`config.mk`:
```
export PLATFORM = sky130hd
export DESIGN_NAME = morse_tx
export DESIGN_NICKNAME = d
export VERILOG_FILES = /design/src/rtl/morse_pkg.sv /design/src/rtl/morse_unit_tick.sv /design/src/rtl/morse_tx.sv
export SDC_FILE = /design/constraint.sdc
export NUM_CORES = 1
export LEC_CHECK = 0
export BUFFER_PORTS_ARGS = -buffer_cell sky130_fd_sc_hd__buf_4
export CORE_UTILIZATION = 55
export CTS_BUF_LIST = sky130_fd_sc_hd__clkbuf_8
export DETAILED_ROUTE_END_ITERATION = 12
export PLACE_DENSITY = 0.73
export SLEW_MARGIN = 20
export SYNTH_ARGS = -nofsm -noshare
export SYNTH_HDL_FRONTEND = slang
export SYNTH_SLANG_ARGS = --single-unit
```
`constraint.sdc`:
```
create_clock -name clk -period 3.85 [get_ports clk]
set_clock_uncertainty 0.2 [all_clocks]
set_input_delay 0.385 -clock clk [delete_from_list [all_inputs] [get_ports clk]]
set_output_delay 0.385 -clock clk [all_outputs]
set_load 0.005 [all_outputs]
```
`src/rtl/morse_pkg.sv`:
```
// morse_pkg
// Shared definitions for the Morse transmitter and its companion
// two-button receiver: symbol encodings, default unit lengths of
// each Morse element, the transmitter state type and a helper that
// clamps an incoming symbol count to the 4-symbol letter format.
// No ports (package only).

package morse_pkg;

    // Symbol encoding inside a letter code, MSB is sent first
    localparam logic SYM_DOT  = 1'b0;
    localparam logic SYM_DASH = 1'b1;

    // Element lengths in Morse time units
    localparam int DOT_UNITS  = 1;
    localparam int DASH_UNITS = 3;
    localparam int SGAP_UNITS = 1;
    localparam int LGAP_UNITS = 3;

    // Widest symbol count a letter can carry
    localparam logic [2:0] MAX_SYMBOLS = 3'd4;

    typedef enum logic [2:0] {
        IDLE,
        MARK,
        GAP,
        LGAP,
        DONE
    } morse_state_t;

    // Longer requests are truncated to the four symbols the code word holds
    function automatic logic [2:0] clampLen(input logic [2:0] lenIn);
        return (lenIn > MAX_SYMBOLS) ? MAX_SYMBOLS : lenIn;
    endfunction

endpackage

```
`src/rtl/morse_unit_tick.sv`:
```
// morse_unit_tick
// Prescaler that turns the system clock into Morse time-unit ticks.
// The count restarts whenever clr is high, so a new phase always
// begins with a full unit.
// Ports:
//   clk   in   system clock
//   rst   in   synchronous active-high reset
//   clr   in   restart the count from zero
//   tick  out  high for one cycle every UNIT_CYCLES cycles

module morse_unit_tick #(
    parameter int UNIT_CYCLES = 6750000,
    parameter int CNT_W       = 32
) (
    input  logic clk,
    input  logic rst,
    input  logic clr,
    output logic tick
);

    localparam logic [CNT_W-1:0] LAST = CNT_W'(UNIT_CYCLES - 1);

    logic [CNT_W-1:0] r_cnt;

    // tick is decoded from the count so it lines up with the cycle the
    // count wraps; the owner sees it in the same cycle it acts on it
    assign tick = (r_cnt == LAST);

    // Cycle counter runs 0..UNIT_CYCLES-1 and wraps; clr wins over wrap
    always_ff @(posedge clk) begin
        if (rst) begin
            r_cnt <= '0;
        end else if (clr || tick) begin
            r_cnt <= '0;
        end else begin
            r_cnt <= r_cnt + CNT_W'(1);
        end
    end

endmodule

```
`src/rtl/morse_tx.sv`:
```
// morse_tx
// Morse transmitter. Accepts one letter (up to four symbols, MSB
// first, 0=dot 1=dash) over a valid/ready handshake and plays it on
// an LED: dots of one unit, dashes of DASH_UNITS, one-unit gaps
// between symbols and an LGAP_UNITS gap after the letter, followed
// by a one-cycle done pulse.
// Ports:
//   clk       in   system clock
//   rst       in   synchronous active-high reset
//   code[3:0] in   symbols, code[3] sent first
//   len[2:0]  in   number of symbols (values above 4 act as 4)
//   valid_in  in   letter offered
//   ready     out  idle and able to accept a letter
//   led       out  Morse output, 1 = mark
//   busy      out  letter in progress
//   done      out  one-cycle pulse at the end of the letter gap

module morse_tx #(
    parameter int UNIT_CYCLES = 6750000,
    parameter int DASH_UNITS  = morse_pkg::DASH_UNITS,
    parameter int LGAP_UNITS  = morse_pkg::LGAP_UNITS,
    parameter int CNT_W       = 32
) (
    input  logic       clk,
    input  logic       rst,
    input  logic [3:0] code,
    input  logic [2:0] len,
    input  logic       valid_in,
    output logic       ready,
    output logic       led,
    output logic       busy,
    output logic       done
);

    import morse_pkg::*;

    morse_state_t r_state;
    logic [3:0]   r_sr;
    logic [2:0]   r_symCnt;
    logic [7:0]   r_unitCnt;
    logic         r_led;
    logic         r_busy;
    logic         r_done;
    logic         r_ready;

    logic         w_tick;
    logic         w_clr;
    logic         w_accept;
    logic [2:0]   w_lenClamp;
    logic [7:0]   w_target;
    logic         w_timedState;
    logic         w_phaseEnd;

    assign ready = r_ready;
    assign led   = r_led;
    assign busy  = r_busy;
    assign done  = r_done;

    assign w_accept   = valid_in && r_ready;
    assign w_lenClamp = clampLen(len);

    // Length of the current phase in units; the mark length follows the
    // symbol sitting at the top of the shift register
    always_comb begin
        w_target = 8'(DOT_UNITS);
        case (r_state)
            MARK:    w_target = (r_sr[3] == SYM_DASH) ? 8'(DASH_UNITS) : 8'(DOT_UNITS);
            GAP:     w_target = 8'(SGAP_UNITS);
            LGAP:    w_target = 8'(LGAP_UNITS);
            default: w_target = 8'(DOT_UNITS);
        endcase
    end

    assign w_timedState = (r_state == MARK) || (r_state == GAP) || (r_state == LGAP);
    assign w_phaseEnd   = w_timedState && w_tick && (r_unitCnt == (w_target - 8'd1));

    // Counters are held at zero while untimed and cleared on every phase
    // change, so each phase starts from a clean full unit
    assign w_clr = !w_timedState || w_phaseEnd;

    morse_unit_tick #(
        .UNIT_CYCLES (UNIT_CYCLES),
        .CNT_W       (CNT_W)
    ) u_tick (
        .clk  (clk),
        .rst  (rst),
        .clr  (w_clr),
        .tick (w_tick)
    );

    // Unit counter: number of whole units already spent in this phase
    always_ff @(posedge clk) begin
        if (rst) begin
            r_unitCnt <= '0;
        end else if (w_clr) begin
            r_unitCnt <= '0;
        end else if (w_tick) begin
            r_unitCnt <= r_unitCnt + 8'd1;
        end
    end

    // Letter sequencer. All outputs are registered and change together
    // with the state, which is what makes led rise the cycle after the
    // accept and keeps every led interval a whole number of units
    always_ff @(posedge clk) begin
        if (rst) begin
            r_state  <= IDLE;
            r_sr     <= '0;
            r_symCnt <= '0;
            r_led    <= 1'b0;
            r_busy   <= 1'b0;
            r_done   <= 1'b0;
            r_ready  <= 1'b1;
        end else begin
            case (r_state)
                IDLE: begin
                    r_done <= 1'b0;
                    if (w_accept) begin
                        r_sr     <= code;
                        r_symCnt <= w_lenClamp;
                        r_ready  <= 1'b0;
                        if (w_lenClamp == 3'd0) begin
                            // Empty letter: nothing to play, report at once
                            r_state <= DONE;
                            r_done  <= 1'b1;
                            r_busy  <= 1'b0;
                        end else begin
                            r_state <= MARK;
                            r_led   <= 1'b1;
                            r_busy  <= 1'b1;
                        end
                    end
                end

                MARK: begin
                    if (w_phaseEnd) begin
                        r_led    <= 1'b0;
                        r_sr     <= {r_sr[2:0], 1'b0};
                        r_symCnt <= r_symCnt - 3'd1;
                        r_state  <= (r_symCnt == 3'd1) ? LGAP : GAP;
                    end
                end

                GAP: begin
                    if (w_phaseEnd) begin
                        r_led   <= 1'b1;
                        r_state <= MARK;
                    end
                end

                LGAP: begin
                    if (w_phaseEnd) begin
                        r_state <= DONE;
                        r_done  <= 1'b1;
                        r_busy  <= 1'b0;
                    end
                end

                DONE: begin
                    r_done  <= 1'b0;
                    r_ready <= 1'b1;
                    r_state <= IDLE;
                end

                default: begin
                    r_state <= IDLE;
                    r_led   <= 1'b0;
                    r_busy  <= 1'b0;
                    r_done  <= 1'b0;
                    r_ready <= 1'b1;
                end
            endcase
        end
    end

endmodule

```
Word-level counts from Yosys, hierarchy flattened
Index checks and enable logic that the tools add are counted.

cells by class
  reduce and logical (&&, ||, !) cells = 23
  add/subtract/negate cells = 4
  magnitude comparators = 1
  muxes and demuxes = 29
  bitwise gates (word level) = 4
  equal/unequal tests = 12

operator list
  operator                 count
  $add A32 B1 Y32 const B  1
  $eq A32 B23 Y1 const B   1
  $mux W3                  8
  $pmux W3 S4              1
  $mux W1                  10
  $ne A2 B2 Y1 const B     5
  $add A8 B1 Y8 const B    1
  $eq A8 B8 Y1             1
  $mux W4                  2
  $pmux W4 S2              1
  $reduce_or A2 Y1         4
  $sub A8 B1 Y8 const B    1
  $eq A3 B1 Y1 const B     2
  $eq A3 B2 Y1 const B     2
  $logic_not A3 Y1         2
  $pmux W1 S3              2
  $pmux W3 S2              1
  $reduce_and A3 Y1        2
  $reduce_or A3 Y1         2
  $reduce_and A5 Y1        1
  $logic_or A1 B1 Y1       4
  $not A1 Y1               4
  $pmux W1 S4              1
  $pmux W2 S2              1
  other kinds (10)         13

storage, ports and cells
  word-level logic and storage cells = 82
  bits in registers = 54
  output and inout port bits = 4

Logic depth before layout (Yosys ltp)
  depth in word-level cells = 8
  gate-level depth with buffers = 7

Cells and area by module
Synthesis repeated with hierarchy kept, for this count alone.

unflattened totals
  cell total of the unflattened synthesis = 315
  area, all modules = 2738.9 um^2

modules (own cells, without submodules)
  module           seq. area each (um^2)  times used  cells an instance  area each (um^2)
  morse_unit_tick  640.6                  1           170                1487.7
  morse_tx         440.4                  1           145                1251.2

Worst setup path before layout
OpenSTA, ideal clock, no wires.

  kind = reg2reg
  start = register u_tick.r_cnt[19]
  end = register r_unitCnt[7]
  path buffers = 0
  data required time = 3.581 ns
  cell stages (with the launch flop) = 6
  period minus slack after synthesis = 2.418 ns
  setup time = 0.069 ns
  data arrival time = 2.149 ns
  slack = 1.432 ns
  cell sequence = dfxtp_1 -> or4_4 -> nor4_4 -> nand3_4 -> or4_4 -> a21oi_2

between the ends
  longest elaborated chain between the ends = 5

ends and longest elaborated chain
  element                           line                   text
  from (decl)                       morse_unit_tick.sv:23  logic [CNT_W-1:0] r_cnt;
  from (signal assigned)            morse_unit_tick.sv:36  r_cnt <= r_cnt + CNT_W'(1);
  $eq A32 B23 Y1 (*)                morse_unit_tick.sv:27  assign tick = (r_cnt == LAST);
  $logic_and A1 B1 Y1 (2 in a row)  morse_tx.sv:75         assign w_phaseEnd = w_timedState && w_tick && (r_unitCnt == (w_target - 8'd1));
  $logic_or A1 B1 Y1                morse_tx.sv:79         assign w_clr = !w_timedState || w_phaseEnd;
  $reduce_or A2 Y1 (no line)        n/a
  to (signal assigned)              morse_tx.sv:98         r_unitCnt <= r_unitCnt + 8'd1;
  to (decl)                         morse_tx.sv:40         logic [7:0] r_unitCnt;

Mark *: on every way between the ends. The rest lies on a longest branch, timed or not.
A chain may end at the register's enable or synchronous reset.

Worst setup path after layout
  start = register r_state[2]
  end = register r_symCnt[0]

between the ends
  longest elaborated chain between the ends = 7
  elaborated cells between the ends (all ways) = 16
  classes of those cells = add/sub (1); eq/ne (6); mux (2); reduce/logical (7)

ends and longest elaborated chain
  element                                              line                            text
  from (decl)                                          morse_tx.sv:37                  morse_state_t r_state;
  from (signal assigned)                               morse_tx.sv:140                 r_state <= (r_symCnt == 3'd1) ? LGAP : GAP;
  $eq A3 B2 Y1 (tied with other cells)                 morse_tx.sv:66, morse_tx.sv:74
  $pmux W2 S2 or $logic_or A1 B1 Y1 (tied branches)    morse_tx.sv:66, morse_tx.sv:74
  $sub A8 B1 Y8 or $logic_or A1 B1 Y1 (tied branches)  morse_tx.sv:75, morse_tx.sv:74
  $eq A8 B8 Y1 or $logic_and A1 B1 Y1 (tied branches)  morse_tx.sv:75
  $logic_and A1 B1 Y1                                  morse_tx.sv:75
  $ne A2 B2 Y1 (no line)                               n/a
  $reduce_and A3 Y1 (no line)                          n/a
  to (signal assigned)                                 morse_tx.sv:120                 r_symCnt <= w_lenClamp;
  to (signal assigned)                                 morse_tx.sv:139                 r_symCnt <= r_symCnt - 3'd1;
  to (decl)                                            morse_tx.sv:39                  logic [2:0] r_symCnt;

Parallel ways exist; a longest one is shown, timed or not.

==> metrics.cfg <==
[clock_tree]
clock-root-buffer = clkbuf_8
clockBufferDepth = 2
htreeDepth = 2
postCtsResizedCells = 0
clk_latency_ns = 0.33
clock_sinks = 54
path_clk_slew_ns = 0.10
cts_setup_buffers = 0
cts_buffers = 5
hold_buffers = 0
cts_tree = done

[job]
maxCapViolCount = 0

[yosys]
synth_edf_count = 0
synth_xor_area_share_pct = 11.2
syn_nets = 331
synth_mux_area_share_pct = 1.83
async_flop_share_pct = 0
synth_fa_ha_area_share_pct = 1.83
syn_area_sq_um = 2730
seq_area_frac_synth_pct = 39.6
yosys.area_share.simple_pct = 33.6
syn_inst = 317
synth_ff_type = dfxtp_1
synth.distinct_cells = 50
yosysWarnings = 0
ys_ff_latch = 54
syn_avg_cell_area_sq_um = 8.61
synth_top_family_by_area = simple AND/OR/NAND/NOR gates
synth_compound_area_share_pct = 9.40

[timing]
finalCritPeriodShare_pct = 70.3
min_period_ns = 2.71
tightest_slew_ns = 0.595
timing.slew.headroom_pct = 60.2
hold_viol_final = 0
max_freq_ghz = 0.370
setup_tns_ns = 0
fin_ws_ns = 1.14
finalMaxSlewViolations = 0
rsz0062_at_grt = no
finalSetupViolations = 0

[finish]
final_cells = 394
synthToLayoutAreaGrowth_pct = 8.71
drive_above_1_share_pct = 11.3
antenna_cells = 0
fin_util_pct = 62.4
nets = 340
nFillCells = 445

[die]
start_util_pct = 57.4
dieArea_sq_um = 5250
core-area_sq_um = 4750
die_width_um = 72.4
boundaryPins = 14
fp.dieH_um = 72.4
fp-row-count = 25

[setup_path]
startpoint_type = register
endpoint = r_symCnt[0]
cp_data_arrival_time_ns = 2.69
r2r-end = r_symCnt[0]
crit_start = r_state[2]
r2r_start = r_state[2]
worstSetupPathType = reg2reg
required_ns = 3.83
reg2reg_depth = 5
ff2ff_setup_slack_ns = 1.14
critPathMaxFanout = 17
end_kind = register

[placed_design]
hpwlAfterDp_mm = 3.67
io_buffers = 13
place_inst = 386
gp_congestion = 0.878
place_ws_ns = 1.16

[grt]
grt_overflow = 0
grt_pass1_wl_mm = 8.85
grt_max_degree = 32
antenna_found_initial = 0
grt_pass1_vias = 1924
track_usage_pct = 21.3

[worst_hold_path]
hold_class = in2reg
holdPathStages = 3

[detailed_routing]
drt-initial-drc-count = 176
vias_per_cell = 5.73
wl_per_cell_um = 13.3
drt_wl_total_mm = 5.22
ant_nets = 0
drcViolationCount = 0
first_pass_iters = 4
vias = 2257

[power_and_ir_drop]
powerDensity_nw_per_um2 = 344
peakVddDrop_uv = 251
p_leak_nw = 1.05
finalPower_w = 0.00102

[run_status]
outcome = complete, no violations

## where the power goes
group / switching [W] / total [W] / internal, W
clock: 0.000207 / 0.000344 / 0.000136
combinational: 0.0000511 / 0.0000931 / 0.0000420
sequential: 0.0000111 / 0.000583 / 0.000572
## synthesized netlist by cell type, types with 4 or more instances
master    instances  area [sq um]
dfxtp_1          54          1080
nor2_1           45           169
nand2_1          22          82.6
xor2_1           21           184
nand3_1          17          85.1
xnor2_1          14           123
a21oi_1          13          65.1
nor3_1           13          65.1
nand4_1          11          68.8
and3_1           10          62.6
clkbuf_1          9          33.8
nor4_1            8          50.1
a211oi_1          5          37.5
and4_1            5          43.8
inv_1             5          18.8
mux2i_1           5          50.1
ha_1              4          50.1
o21ai_0           4          20.0
## per-stage QoR
stage,hold slack [ns],cell area [sq um]
final,0.127,2970
after CTS,0.124,2970
after detailed placement,0.244,2870
after floorplan,0.226,2730
after global placement,0.238,2870
after global routing,0.129,2970
## placed cells by master, fill, tap and decap left out, types with 3 or more instances in the layout
cell type	Yosys	layout
ha_1	4	4
or2_2	3	3
dfxtp_1	54	54
and2_1	3	3
inv_1	5	5
and4_1	5	5
a21oi_1	13	13
nand2_1	22	22
nor3_1	13	13
nor3b_1	3	3
or4_4	3	3
and3_1	10	10
nor4_1	8	8
buf_4	0	14
or4_1	3	3
nand3_1	17	17
clkbuf_8	0	5
nand4_1	11	11
mux2i_1	5	5
xor2_1	21	21
o21ai_0	4	4
nor2_1	45	45
a211oi_1	5	5
xnor2_1	14	14
## worst max-delay path, cell delays in order, from the launching register on
cell and delay (ns):
dfxtp_1 0.49, or4_1 0.67, nor4_1 0.41, o2111ai_1 0.36, a221oi_1 0.35, a211oi_1 0.09
## sequential cells by signal (all words and copies together), names as in the netlist
| register | count |
|---|---|
| u_tick.r_cnt | 32 |
| r_symCnt | 3 |
| r_state | 3 |
| ready | 1 |
| r_sr | 4 |
| busy | 1 |
| done | 1 |
| led | 1 |
| r_unitCnt | 8 |
## logic make-up (layout without fill, tap and decap cells)
group                      after synthesis  in the layout
AOI/OAI and AO/OA                       38             38
buffers and inverters                   17             27
and+or+nand+nor                        164            164
DFF                                     54             54
adders and majority gates                4              4
xor gates and xnor gates                35             35
muxes                                    5              5
## how the worst min path moves through the flow
stage | startpoint | endpoint
floorplan | u_tick.r_cnt[0] | u_tick.r_cnt[0]
global placement | done | done
detailed placement | done | done
CTS | code[0] | r_sr[0]
global route | code[0] | r_sr[0]
finish | code[0] | r_sr[0]
## cell type report
class                      instances  area, sq um  share of cell area [%]
timing repair buffer              14          105                    3.54
clock inverter                     3         28.8                   0.970
sequential                        54         1080                    36.4
inverter                           5         18.8                   0.633
clock buffer                       5         68.8                    2.32
tap                               67         83.8                    2.83
multi-input combinational        246         1580                    53.3
## metal layers
layer | wire length (um) | vias up | part of all wire (%) | GRT usage [%]
met4 | 73 | 0 | 1.4 | 8.28
met2 | 2320 | 33 | 44 | 31.2
met5 | 0 | - | 0 | 0
met3 | 203 | 5 | 3.9 | 5.97
met1 | 2630 | 1069 | 50 | 29.7
li1 | - | 1150 | - | -
Note: power is estimated with default switching activity, not from simulation.
